===== config.mk =====
export PLATFORM = sky130hd
export DESIGN_NAME = seq_code_lock
export DESIGN_NICKNAME = d
export VERILOG_FILES = /design/src/rtl/lock_pkg.sv /design/src/rtl/key_edge.sv /design/src/rtl/seq_code_lock.sv
export SDC_FILE = /design/constraint.sdc
export NUM_CORES = 1
export LEC_CHECK = 0
export CORE_MARGIN = 4
export CORE_UTILIZATION = 50
export CTS_BUF_LIST = sky130_fd_sc_hd__clkbuf_4
export DETAILED_ROUTE_END_ITERATION = 8
export GPL_TIMING_DRIVEN = 1
export PLACE_DENSITY = 0.75
export SYNTH_ARGS = -nofsm -noshare
export SYNTH_HDL_FRONTEND = slang
export SYNTH_SLANG_ARGS = --single-unit

===== constraint.sdc =====
create_clock -name clk -period 3.7 [get_ports clk]
set_input_delay 1.11 -clock clk [delete_from_list [all_inputs] [get_ports clk]]
set_output_delay 1.11 -clock clk [all_outputs]
set_load 0.01 [all_outputs]

===== src/rtl/lock_pkg.sv =====
// Shared state encoding and push-button index constants for the code lock.
package lock_pkg;

  typedef enum logic [2:0] {
    ST_IDLE     = 3'd0,
    ST_ENTRY    = 3'd1,
    ST_UNLOCKED = 3'd2,
    ST_PROG     = 3'd3,
    ST_LOCKOUT  = 3'd4
  } state_t;

  localparam int unsigned KEY_ENTER = 1;
  localparam int unsigned KEY_CLEAR = 0;

endpackage


===== src/rtl/key_edge.sv =====
// Synchronises active-low push buttons and emits a one-cycle pulse on each press (falling edge).
module key_edge #(
  parameter int unsigned W = 2
) (
  input  logic         clk,
  input  logic         rst,
  input  logic [W-1:0] din,
  output logic [W-1:0] press
);

  logic [W-1:0] sync1;
  logic [W-1:0] sync2;
  logic [W-1:0] prev;

  // Reset to all-ones so a released (high) key never looks like a press.
  always_ff @(posedge clk or posedge rst) begin
    if (rst) begin
      sync1 <= '1;
      sync2 <= '1;
      prev  <= '1;
    end else begin
      sync1 <= din;
      sync2 <= sync1;
      prev  <= sync2;
    end
  end

  assign press = prev & ~sync2;

endmodule


===== src/rtl/seq_code_lock.sv =====
// Switch-entered combination lock with wrong-entry lockout and in-field code reprogramming.
module seq_code_lock
  import lock_pkg::*;
#(
  parameter int unsigned               SW_W        = 4,
  parameter int unsigned               STEPS       = 3,
  parameter logic [STEPS*SW_W-1:0]     CODE        = 12'h110,
  parameter int unsigned               MAX_FAIL    = 3,
  parameter int unsigned               LOCKOUT_CYC = 50_000_000,
  parameter int unsigned               LED_W       = 8
) (
  input  logic             clk,
  input  logic             rst,
  input  logic [1:0]       KEY,
  input  logic [SW_W-1:0]  SW,
  output logic [LED_W-1:0] LED,
  output logic             unlocked,
  output logic             locked_out
);

  localparam int unsigned IDX_W  = (STEPS > 1) ? $clog2(STEPS) : 1;
  localparam int unsigned TMR_W  = $clog2(LOCKOUT_CYC + 1);
  localparam int unsigned FAIL_W = $clog2(MAX_FAIL + 1);

  localparam logic [IDX_W-1:0]  LAST_IDX = IDX_W'(STEPS - 1);
  localparam logic [TMR_W-1:0]  TMR_LOAD = TMR_W'(LOCKOUT_CYC - 1);
  localparam logic [FAIL_W-1:0] FAIL_MAX = FAIL_W'(MAX_FAIL);

  typedef logic [STEPS-1:0][SW_W-1:0] code_t;

  logic [1:0]        press;
  logic              enter;
  logic              clear;

  state_t            state_q, state_d;
  logic [IDX_W-1:0]  idx_q, idx_d;
  logic [FAIL_W-1:0] fail_q, fail_d;
  logic [TMR_W-1:0]  timer_q, timer_d;
  code_t             code_q, code_d;
  code_t             shadow_q, shadow_d;
  logic [SW_W-1:0]   cur_step;
  logic [LED_W-1:0]  led_d;
  logic              unlocked_d;
  logic              locked_out_d;

  key_edge #(.W(2)) u_keys (
    .clk   (clk),
    .rst   (rst),
    .din   (KEY),
    .press (press)
  );

  assign enter = press[KEY_ENTER];
  assign clear = press[KEY_CLEAR];

  function automatic logic [LED_W-1:0] therm(input logic [IDX_W-1:0] n);
    logic [LED_W-1:0] t;
    t = '0;
    for (int unsigned i = 0; i < STEPS; i++) begin
      if (IDX_W'(i) < n) t[i] = 1'b1;
    end
    return t;
  endfunction

  function automatic logic [LED_W-1:0] led_decode(input state_t s, input logic [IDX_W-1:0] n);
    logic [LED_W-1:0] l;
    l = '0;
    case (s)
      ST_ENTRY:    l = therm(n);
      ST_UNLOCKED: l = '1;
      ST_PROG: begin
        l = therm(n);
        l[LED_W-1] = 1'b1;
        l[LED_W-2] = 1'b1;
      end
      ST_LOCKOUT:  l[LED_W-1] = 1'b1;
      default:     l = '0;
    endcase
    return l;
  endfunction

  always_comb begin
    cur_step = '0;
    for (int unsigned i = 0; i < STEPS; i++) begin
      if (idx_q == IDX_W'(i)) cur_step = code_q[i];
    end
  end

  always_comb begin
    state_d  = state_q;
    idx_d    = idx_q;
    fail_d   = fail_q;
    timer_d  = timer_q;
    code_d   = code_q;
    shadow_d = shadow_q;

    case (state_q)
      ST_IDLE: begin
        state_d = ST_ENTRY;
        idx_d   = '0;
      end

      ST_ENTRY: begin
        if (clear) begin
          idx_d = '0;
        end else if (enter) begin
          if (SW == cur_step) begin
            if (idx_q == LAST_IDX) begin
              state_d = ST_UNLOCKED;
              idx_d   = '0;
              fail_d  = '0;
            end else begin
              idx_d = idx_q + 1'b1;
            end
          end else begin
            idx_d = '0;
            if (fail_q + 1'b1 == FAIL_MAX) begin
              state_d = ST_LOCKOUT;
              timer_d = TMR_LOAD;
              fail_d  = '0;
            end else begin
              fail_d = fail_q + 1'b1;
            end
          end
        end
      end

      ST_UNLOCKED: begin
        if (enter && clear) begin
          state_d  = ST_PROG;
          idx_d    = '0;
          shadow_d = code_q;
        end else if (clear) begin
          state_d = ST_ENTRY;
          idx_d   = '0;
        end
      end

      ST_PROG: begin
        if (clear) begin
          state_d = ST_UNLOCKED;
          idx_d   = '0;
        end else if (enter) begin
          for (int unsigned i = 0; i < STEPS; i++) begin
            if (idx_q == IDX_W'(i)) shadow_d[i] = SW;
          end
          // Commit includes the step written this same cycle.
          if (idx_q == LAST_IDX) begin
            code_d  = shadow_d;
            state_d = ST_ENTRY;
            idx_d   = '0;
          end else begin
            idx_d = idx_q + 1'b1;
          end
        end
      end

      ST_LOCKOUT: begin
        if (timer_q == '0) begin
          state_d = ST_ENTRY;
          idx_d   = '0;
        end else begin
          timer_d = timer_q - 1'b1;
        end
      end

      default: begin
        state_d = ST_IDLE;
        idx_d   = '0;
      end
    endcase

    led_d        = led_decode(state_d, idx_d);
    unlocked_d   = (state_d == ST_UNLOCKED);
    locked_out_d = (state_d == ST_LOCKOUT);
  end

  always_ff @(posedge clk or posedge rst) begin
    if (rst) begin
      state_q    <= ST_IDLE;
      idx_q      <= '0;
      fail_q     <= '0;
      timer_q    <= '0;
      code_q     <= CODE;
      shadow_q   <= CODE;
      LED        <= '0;
      unlocked   <= 1'b0;
      locked_out <= 1'b0;
    end else begin
      state_q    <= state_d;
      idx_q      <= idx_d;
      fail_q     <= fail_d;
      timer_q    <= timer_d;
      code_q     <= code_d;
      shadow_q   <= shadow_d;
      LED        <= led_d;
      unlocked   <= unlocked_d;
      locked_out <= locked_out_d;
    end
  end

endmodule


==> results of run 1 <==
[worst max-delay path, cell delays in order]
cell             delay [ns]
clkdlybuf4s50_1        0.62
nand2b_1               0.15
o221ai_1               0.12
o22ai_1                0.28
or2_1                  0.28
nand4_1                0.34
buf_4                  0.31
nand2_1                0.07
[sequential cells by signal (all words and copies together) (netlist names)]
signal / count
unlocked: 1
LED: 6
u_keys.prev: 2
code_q: 12
idx_q: 2
shadow_q: 8
u_keys.sync1: 2
fail_q: 2
timer_q: 26
u_keys.sync2: 2
state_q: 3
locked_out: 1
[cell usage in the layout (no fill, tap or decap), types with 3 or more instances in the layout]
master and count:
nor3b_1 6, nor2_1 32, dfrtp_1 58, mux2_2 10, o221ai_1 6, nand4_1 3
nand2_1 32, o21ai_0 9, nor3_1 8, xor2_1 19, nand3b_1 4, buf_4 4
or4_1 3, clkdlybuf4s50_1 17, and2_1 3, a21oi_1 13, mux2i_1 8, inv_1 9
dfstp_2 9, clkbuf_4 10, clkinvlp_4 3, xnor2_1 6, nand2b_1 10, nand4b_1 7
nor4_1 3, nor2b_1 8, nand3_1 12, o22ai_1 11
[final cells by class]
| cell class | count | share of cell area (%) |
|---|---|---|
| multi-input cells | 244 | 42.35 |
| clock buffers | 10 | 2.001 |
| inverters | 10 | 1.000 |
| clock inverters | 6 | 1.767 |
| well taps | 77 | 2.568 |
| repair buffers | 21 | 5.335 |
| flip-flops and latches | 67 | 44.98 |
[power by group through the flow]
stage | clock network, W | registers (W) | logic [W]
floorplan | 0 | 0.000860 | 0.000143
global placement | 0 | 0.000876 | 0.000173
detailed placement | 0 | 0.000878 | 0.000178
CTS | 0.000496 | 0.000864 | 0.000181
global route | 0.000529 | 0.000874 | 0.000205
finish | 0.000483 | 0.000865 | 0.000179
[synth_stat cells (all sizes together) (3+ instances only)]
cell	instances
a21oi	13
and2	3
buf	10
clkbuf	12
dfrtp	58
dfstp	9
inv	10
mux2	10
mux2i	8
nand2	32
nand2b	10
nand3	13
nand3b	4
nand4	3
nand4b	7
nor2	32
nor2b	8
nor3	9
nor3b	6
nor4	4
o21a	3
o21ai	11
o221ai	6
o22ai	11
or4	5
xnor2	6
xor2	19
[stage by stage]
step,hold WS (ns),instance area (um2)
floorplan,0.3452,3427
global placement,0.3466,3611
detailed placement,0.3472,3611
CTS,0.3643,3752
global route,0.3690,3752
finish,0.3632,3752
[cells by family (layout without fill, tap and decap cells)]
group,Yosys count,after routing,synth area share (%)
compound gates,56,56,11.10
xor+xnor,25,25,6.389
fa+ha+maj,1,1,0.3650
buf+inv,32,47,4.381
flops,67,67,49.25
mux,18,18,5.623
simple gates,144,144,22.89
[worst paths after layout]
check	end	start
max in group asynchronous	code_q[8]$_DFFE_PP1P_	rst
worst max-delay path	state_q[2]$_DFF_PP0_	SW[2]
min in group asynchronous	code_q[1]$_DFFE_PP0P_	rst
worst max register to register	timer_q[15]$_DFFE_PP0P_	timer_q[0]$_DFFE_PP0P_
worst min-delay path	u_keys.sync2[1]$_DFF_PP1_	u_keys.sync1[1]$_DFF_PP1_
worst min register to register	u_keys.sync2[1]$_DFF_PP1_	u_keys.sync1[1]$_DFF_PP1_
[layer usage]
metal  part of all wire, %  GRT usage, %  vias up
met5                     0             0        -
met4                   1.9         7.538        0
met3                   3.8         3.250       11
met2                    44         24.89       48
met1                    50         24.97     1212
li1                      -             -     1229
==> out/results.txt, run 1 <==
outcome: finished, final reports clean
nets@finish: 362
Setup WS post-layout: 0.7600 ns
worst slack, placed: 0.3686 ns
P_sw: 0.0004316 W
Starting Density: 52.76%
Sw Share: 28.26%
Die W: 90.79 um
via count: 2500
flop and latch count out of synthesis: 67
worst min path class: flop to flop
crit path DAT: 3.28 ns
TNS Setup: 0 ns
synthesis-to-finish area growth: 9.493%
multi-input logic area: 0.001589 mm2
library cells used by synthesis: 53
final core occ: 57.77%
Worst Hold Path Cells: 0
clock insertion delay at the later pin of the skew report: 0.41 ns
total power: 0.001527 W
total grt overflow: 0
Initial DRC Count: 163
share of layout cells above drive strength 1: 13.69%
vias in the first global route: 2334
# Max-Cap Violations: 0
async set-or-reset flop fraction in the synthesized netlist: 100.0%
data required time at the worst endpoint: 4.04 ns
Filler Cells Inserted: 531
Root Driver: clkbuf_4
CORE AREA: 0.006495 mm2
number of synthesized flops with an enable pin: 0
Critical Path Source Type: primary input
Die Y: 90.79 um
Slew HR: 44.83%
sequential fraction of the synthesis area: 49.25%
drc violations: 0
Clock Power Share: 31.6%
PD cells: 406.9 mW/mm2
GRT Total Usage: 17.17%
Post-CTS Setup Inserts: 0
port bufs: 17
sequential power share: 56.7%
maximum vdd ir drop: 210.2 uV
critical path class: primary input to flop
antenna-violating nets left: 0
Syn Area/Cell: 9.991 um2
fmax: 340.1 MHz
fin. max-slew vios: 0
LEAKAGE: 1.406 nW
P_int: 0.001095 W
Final Instance Count excl. Fillers: 435
RSZ-0062 raised after global routing: no
Mapped Cells: 343
HPWL after DPL: 4720 um
number of diodes: 0
cts hold-fix bufs: 0
Yosys top cell area share: 42.35%
H-tree levels: 3
first-pass GRT wire length: 11280 um
flop-to-flop setup slack: 1.09 ns
final count of negative-setup-slack endpoints: 0
synth warn: 0
period utilisation layout: 79.46%
DIE AREA: 0.008243 mm2
row count: 29
Synth area leaders: dfrtp_1, dfstp_2, xor2_1, nand2_1, nor2_1
Sink Count: 67
TritonCTS clock tree: built
largest net degree at the start of global routing: 29
CP endpoint kind: flop
Slew @ Worst Pin: 0.8200 ns
Post-Syn Area: 0.003427 mm2
syn nets: 352
Ports: 18
Comb pwr share: 11.7%
cts bufs inserted: 9
worst reg-to-reg path cell count: 8
drt first pass iters: 4
Synth area leader: dfrtp_1
Fin. Hold Viols: 0
CP max FO: 12
DR vias/cell: 5.747
WL final: 6743 um
clk buf depth: 2
clk slew on worst S/H paths: 0.11 ns
Post-synth top flop: dfrtp_1
Clock Skews: 0.01584 ns
Final min period: 2.940 ns
WL per Instance: 15.50 um
gpl congestion: 0.8971
Post-CTS Resized: 0
Placed Instances: 419
initial antenna violation count: 0
Reg area: 0.001688 mm2
Note: power is estimated with default switching activity, not from simulation.
==> run 2, diff against run 1 <==
==> constraint.sdc (replaced) <==
create_clock -name clk -period 3 [get_ports clk]
set_input_delay 0.9 -clock clk [delete_from_list [all_inputs] [get_ports clk]]
set_output_delay 0.9 -clock clk [all_outputs]
set_load 0.01 [all_outputs]
==> out/results.txt, run 2 (synthesis gave the netlist of run 1 again) <==
number of diodes: 0 (unchanged)
period utilisation layout: 85.31%
synthesis-to-finish area growth: 11.03% (was 9.493%)
WL per Instance: 14.80 um (was 15.50 um)
vias in the first global route: 2447 (was 2334)
largest net degree at the start of global routing: 32 (was 29)
fmax: 390.7 MHz
# Max-Cap Violations: 0 (unchanged)
cts hold-fix bufs: 0 (unchanged)
critical path class: flop to flop (was primary input to flop)
Initial DRC Count: 137 (was 163)
Placed Area: 0.003669 mm2 (was 0.003611 mm2)
antenna-violating nets left: 0 (unchanged)
via count: 2488 (was 2500)
Fin. Hold Viols: 0 (unchanged)
Filler Cells Inserted: 545 (was 531)
Placed Instances: 425 (was 419)
most frequent cells in the layout: dfrtp_1, nor2_1, nand2_1, xor2_1, clkdlybuf4s50_1 (unchanged)
Sink Count: 67 (unchanged)
outcome: finished, final reports clean (unchanged)
Regs by FF count: timer_q (26), code_q (12), shadow_q (8) (unchanged)
Clock Skews: 0.01334 ns (was 0.01584 ns)
TNS Setup: 0 ns (unchanged)
row count: 29 (unchanged)
fin. max-slew vios: 0 (unchanged)
share of layout cells above drive strength 1: 14.56% (was 13.69%)
Clock Power Share: 30.9% (was 31.6%)
PD cells: 493.8 mW/mm2 (was 406.9 mW/mm2)
nets@finish: 368 (was 362)
drc violations: 0 (unchanged)
Post-CTS Setup Inserts: 0 (unchanged)
Slew HR: 54.64% (was 44.83%)
sequential power share: 56.9% (was 56.7%)
TritonCTS clock tree: built (unchanged)
CORE AREA: 0.006495 mm2 (unchanged)
Comb pwr share: 12.2% (was 11.7%)
clock insertion delay at the later pin of the skew report: 0.41 ns (about the same)
port bufs: 17 (unchanged)
gpl congestion: 0.8744 (was 0.8971)
final core occ: 58.58% (was 57.77%)
total grt overflow: 0 (unchanged)
initial antenna violation count: 0 (unchanged)
DR vias/cell: 5.642 (was 5.747)
Die W: 90.79 um (unchanged)
Die Y: 90.79 um (unchanged)
CP max FO: 19 (was 12)
crit path DAT: 2.87 ns (was 3.28 ns)
Ports: 18 (unchanged)
DIE AREA: 0.008243 mm2 (unchanged)
post-route cell area: 0.003805 mm2 (was 0.003752 mm2)
LEAKAGE: 1.443 nW (was 1.406 nW)
drt first pass iters: 4 (unchanged)
P_int: 0.001363 W (was 0.001095 W)
GRT Total Usage: 17.04% (was 17.17%)
Final Instance Count excl. Fillers: 441 (was 435)
Critical Path Source Type: flop (was primary input)
commonest non-fill, non-tap cell in the layout: dfrtp_1 (unchanged)
Sw Share: 27.46% (was 28.26%)
Root Driver: clkbuf_4 (unchanged)
RSZ-0062 raised after global routing: no (unchanged)
HPWL after DPL: 4530 um (was 4720 um)
H-tree levels: 3 (unchanged)
data required time at the worst endpoint: 3.31 ns (was 4.04 ns)
WL final: 6526 um (was 6743 um)
P_sw: 0.0005159 W (was 0.0004316 W)
CP endpoint kind: flop (unchanged)
cts bufs inserted: 9 (unchanged)
number of flip-flops in the largest register: 26 (unchanged)
Slew @ Worst Pin: 0.6803 ns (was 0.8200 ns)
Final min period: 2.559 ns
first-pass GRT wire length: 11310 um (was 11280 um)
clk buf depth: 2 (unchanged)
maximum vdd ir drop: 201.7 uV (was 210.2 uV)
clk slew on worst S/H paths: 0.11 ns (about the same)
worst min path class: flop to flop (unchanged)
final count of negative-setup-slack endpoints: 0 (unchanged)
Post-CTS Resized: 0 (unchanged)
Starting Density: 52.76% (unchanged)
most flop-heavy register: timer_q (unchanged)
-- run 2: layout make-up --
class / count / area [um2] / share of cell area (%)
clock inverter: 5 / 53.80 / 1.414
tap: 77 / 96.34 / 2.532
inverter: 10 / 37.54 / 0.9865
multi-input combinational: 244 / 1589 / 41.76
sequential: 67 / 1688 / 44.36
timing repair buffer: 27 / 257.7 / 6.774
clock buffer: 11 / 82.58 / 2.170
-- run 2: power groups by stage --
| stage | clock network (W) | registers (W) | logic [W] |
|---|---|---|---|
| after floorplan | 0 | 0.00106 | 0.000177 |
| after global placement | 0 | 0.00108 | 0.000220 |
| after detailed placement | 0 | 0.00108 | 0.000228 |
| after CTS | 0.000594 | 0.00107 | 0.000232 |
| after global routing | 0.000641 | 0.00108 | 0.000262 |
| final | 0.000580 | 0.00107 | 0.000230 |
-- run 2: worst paths after layout --
| path | start | to | cells past startpoint | slack, ns |
|---|---|---|---|---|
| worst max register to register | idx_q[0]$_DFF_PP0_ | state_q[0]$_DFF_PP0_ | 6 | 0.44 |
| min in group asynchronous | rst | shadow_q[0]$_DFFE_PP0P_ | 2 | 0.84 |
| worst min-delay path | u_keys.sync1[1]$_DFF_PP1_ | u_keys.sync2[1]$_DFF_PP1_ | 0 | 0.36 |
| worst max-delay path | idx_q[0]$_DFF_PP0_ | state_q[0]$_DFF_PP0_ | 6 | 0.44 |
| worst min register to register | u_keys.sync1[1]$_DFF_PP1_ | u_keys.sync2[1]$_DFF_PP1_ | 0 | 0.36 |
| max in group asynchronous | rst | code_q[4]$_DFFE_PP1P_ | 3 | 1.51 |
-- run 2: critical path: stages, from the launching register on --
cell,delay (ns)
dfrtp_1,0.79
mux2i_1,0.40
o221ai_1,0.16
o22ai_1,0.26
or2_1,0.27
mux2_2,0.36
o311ai_1,0.22
-- run 2: through the flow --
| stage | total power, W | hold WS (ns) | setup slack [ns] |
|---|---|---|---|
| after floorplan | 0.001237 | 0.3452 | 0.4317 |
| after global placement | 0.001299 | 0.3466 | 0.1076 |
| after detailed placement | 0.001311 | 0.3468 | 0.09107 |
| after CTS | 0.001894 | 0.3620 | 0.4597 |
| after global routing | 0.001983 | 0.3733 | 0.2679 |
| final | 0.001879 | 0.3610 | 0.4408 |
-- run 2: metal layers --
layer,global-route usage [%],wire (um)
met5,0,0
met3,4.500,257
met4,8.040,84
met2,25.14,2974
met1,23.32,3210
==> run 3, diff against run 2 <==
--- a/config.mk
+++ b/config.mk
@@ -5,7 +5,7 @@
 export SDC_FILE = /design/constraint.sdc
 export NUM_CORES = 1
 export LEC_CHECK = 0
-export CORE_MARGIN = 4
+export ABC_AREA = 1
 export CORE_UTILIZATION = 50
 export CTS_BUF_LIST = sky130_fd_sc_hd__clkbuf_4
 export DETAILED_ROUTE_END_ITERATION = 8
==> out/results.txt, run 3 <==
outcome: finished, final reports clean (unchanged)
async set-or-reset flop fraction in the synthesized netlist: 100.0% (unchanged)
top-count cell post-synth: nand2_1 (was dfrtp_1)
maximum vdd ir drop: 416.1 uV (was 201.7 uV)
fin. max-slew vios: 0 (unchanged)
synthesis-to-finish area growth: 11.72% (was 11.03%)
Post-CTS Resized: 0 (unchanged)
worst min path class: flop to flop (unchanged)
commonest non-fill, non-tap cell in the layout: nand2_1 (was dfrtp_1)
critical path class: primary input to flop (was flop to flop)
via count: 3419 (was 2488)
row count: 31 (was 29)
number of synthesized flops with an enable pin: 0 (unchanged)
Clock Skews: 0.02019 ns (was 0.01334 ns)
Die W: 90.02 um (was 90.79 um)
drt first pass iters: 6 (was 4)
drc violations: 0 (unchanged)
Fin. Hold Viols: 0 (unchanged)
first-pass GRT wire length: 15720 um (was 11310 um)
cts bufs inserted: 9 (unchanged)
DR vias/cell: 5.470 (was 5.642)
Post-Syn Area: 0.003874 mm2 (was 0.003427 mm2)
Slew HR: 62.81% (was 54.64%)
clk slew on worst S/H paths: 0.11 ns (about the same)
Placed Instances: 609 (was 425)
Synth top cells by count: nand2_1, nor2_1, inv_1 (was dfrtp_1, nand2_1, nor2_1)
number of diodes: 0 (unchanged)
gpl congestion: 0.9025 (was 0.8744)
WL per Instance: 14.19 um (was 14.80 um)
CP max FO: 28 (was 19)
nets@finish: 530 (was 368)
worst slack, placed: 0.09409 ns (was 0.09107 ns)
largest net degree at the start of global routing: 72 (was 32)
TritonCTS clock tree: built (unchanged)
PD cells: 915.0 mW/mm2 (was 493.8 mW/mm2)
WL final: 8868 um (was 6526 um)
GRT Total Usage: 24.27% (was 17.04%)
TNS Setup: 0 ns (unchanged)
Mapped Cells: 502 (was 343)
LEAKAGE: 1.957 nW (was 1.443 nW)
number of flip-flops in the largest register: 26 (unchanged)
synth warn: 0 (unchanged)
Yosys top cell area share: 39.41% (was 42.35%)
cts hold-fix bufs: 0 (unchanged)
Slew @ Worst Pin: 0.5548 ns (was 0.6803 ns)
vias in the first global route: 3320 (was 2447)
share of layout cells above drive strength 1: 9.316% (was 14.56%)
Synth area leaders: dfrtp_1, nand2_1, o21ai_0, dfstp_2, nor2_1 (was dfrtp_1, dfstp_2, xor2_1, nand2_1, nor2_1)
Post-synth top flop: dfrtp_1 (unchanged)
Starting Density: 52.56% (was 52.76%)
Die Y: 90.02 um (was 90.79 um)
flop and latch count out of synthesis: 71 (was 67)
Final Instance Count excl. Fillers: 625 (was 441)
RSZ-0062 raised after global routing: no (unchanged)
Post-CTS Setup Inserts: 0 (unchanged)
period utilisation layout: 82.81% (was 85.31%)
CP endpoint kind: flop (unchanged)
DIE AREA: 0.008104 mm2 (was 0.008243 mm2)
library cells used by synthesis: 36 (was 53)
antenna-violating nets left: 0 (unchanged)
crit path DAT: 2.81 ns (was 2.87 ns)
initial antenna violation count: 0 (unchanged)
Regs by FF count: timer_q (26), code_q (12), shadow_q (12) (was timer_q (26), code_q (12), shadow_q (8))
sequential fraction of the synthesis area: 46.19% (was 49.25%)
fmax: 402.5 MHz (was 390.7 MHz)
data required time at the worst endpoint: 3.32 ns (was 3.31 ns)
CORE AREA: 0.007370 mm2 (was 0.006495 mm2)
Reg area: 0.001789 mm2 (was 0.001688 mm2)
total power: 0.003960 W (was 0.001879 W)
H-tree levels: 3 (unchanged)
most frequent cells in the layout: nand2_1, nor2_1, inv_1, dfrtp_1, o21ai_0 (was dfrtp_1, nor2_1, nand2_1, xor2_1, clkdlybuf4s50_1)
Final min period: 2.484 ns (was 2.559 ns)
Setup WS post-layout: 0.5157 ns (was 0.4408 ns)
final count of negative-setup-slack endpoints: 0 (unchanged)
Root Driver: clkbuf_4 (unchanged)
syn nets: 511 (was 352)
Sink Count: 71 (was 67)
Syn Area/Cell: 7.717 um2 (was 9.991 um2)
HPWL after DPL: 6241 um (was 4530 um)
clock insertion delay at the later pin of the skew report: 0.44 ns (was 0.41 ns)
clk buf depth: 2 (unchanged)
# Max-Cap Violations: 0 (unchanged)
Ports: 18 (unchanged)
multi-input logic area: 0.001739 mm2 (was 0.001589 mm2)
Critical Path Source Type: primary input (was flop)
most flop-heavy register: timer_q (unchanged)
total grt overflow: 0 (unchanged)
Filler Cells Inserted: 663 (was 545)
Synth area leader: dfrtp_1 (unchanged)
port bufs: 17 (unchanged)
Initial DRC Count: 319 (was 137)
-- run 3: area by class of cell --
class	count	share of cell area [%]
Clock inverter	6	3.064
Multi-Input combinational cell	351	40.19
Tap cell	99	2.862
Timing Repair Buffer	22	5.088
Clock buffer	10	1.735
Inverter	66	5.724
Sequential cell	71	41.34
-- run 3: path summary, 6_finish.rpt --
path                                           start                         to  slack, ns  depth (start not counted)
setup / recovery                               SW[0]    timer_q[23]$_DFFE_PP0P_       0.52                         14
hold / removal             u_keys.sync1[1]$_DFF_PP1_  u_keys.sync2[1]$_DFF_PP1_       0.36                          0
setup reg to reg            u_keys.prev[1]$_DFF_PP1_    shadow_q[1]$_DFFE_PP0P_       0.55                          9
hold reg to reg            u_keys.sync1[1]$_DFF_PP1_  u_keys.sync2[1]$_DFF_PP1_       0.36                          0
max in group asynchronous                        rst      code_q[8]$_DFFE_PP1P_       1.82                          3
min in group asynchronous                        rst    timer_q[14]$_DFFE_PP0P_       0.84                          3
-- run 3: layer usage --
metal  share of wire, %  track usage (%)
met1                 47            33.55
met2                 46            37.72
met3                4.4            3.807
met4                2.2            10.75
met5                  0                0
-- run 3: cell families (layout without fill, tap and decap cells) --
| group | after synthesis | in the layout | share of synthesized area [%] |
|---|---|---|---|
| AOI/OAI and AO/OA | 98 | 98 | 13.89 |
| xor gates and xnor gates | 8 | 8 | 1.809 |
| adders and majority gates | 1 | 1 | 0.3229 |
| buffers and inverters | 80 | 104 | 8.915 |
| DFF | 71 | 71 | 46.19 |
| and+or+nand+nor | 244 | 244 | 28.88 |
-- run 3: power by group --
group          leakage (nW)  internal [W]  switching [W]
clock network         0.107      0.000514       0.000360
registers             0.801       0.00130       0.000278
logic                  1.05      0.000561       0.000945
total                  1.96       0.00238        0.00158
-- run 3: critical path, cell delays in order --
cell and delay, ns:
clkdlybuf4s50_1 0.54, inv_1 0.07, nand4_1 0.08, nand2_1 0.06, nand2_1 0.05, inv_1 0.09, nand2_4 0.11, nand3_4 0.08
nand2_4 0.24, inv_2 0.17, nor2_1 0.19, nand2_1 0.08, nand2_1 0.06, nand3_1 0.05
-- run 3: stage by stage --
step | area [um2] | util, % | hold WS (ns)
3_5_place_dp | 4120 | 55.91 | 0.3481
5_1_grt | 4328 | 58.73 | 0.3737
6_report | 4328 | 58.73 | 0.3588
2_1_floorplan | 3874 | - | 0.3452
3_3_place_gp | 4120 | 55.91 | 0.3464
4_1_cts | 4328 | 58.73 | 0.3614
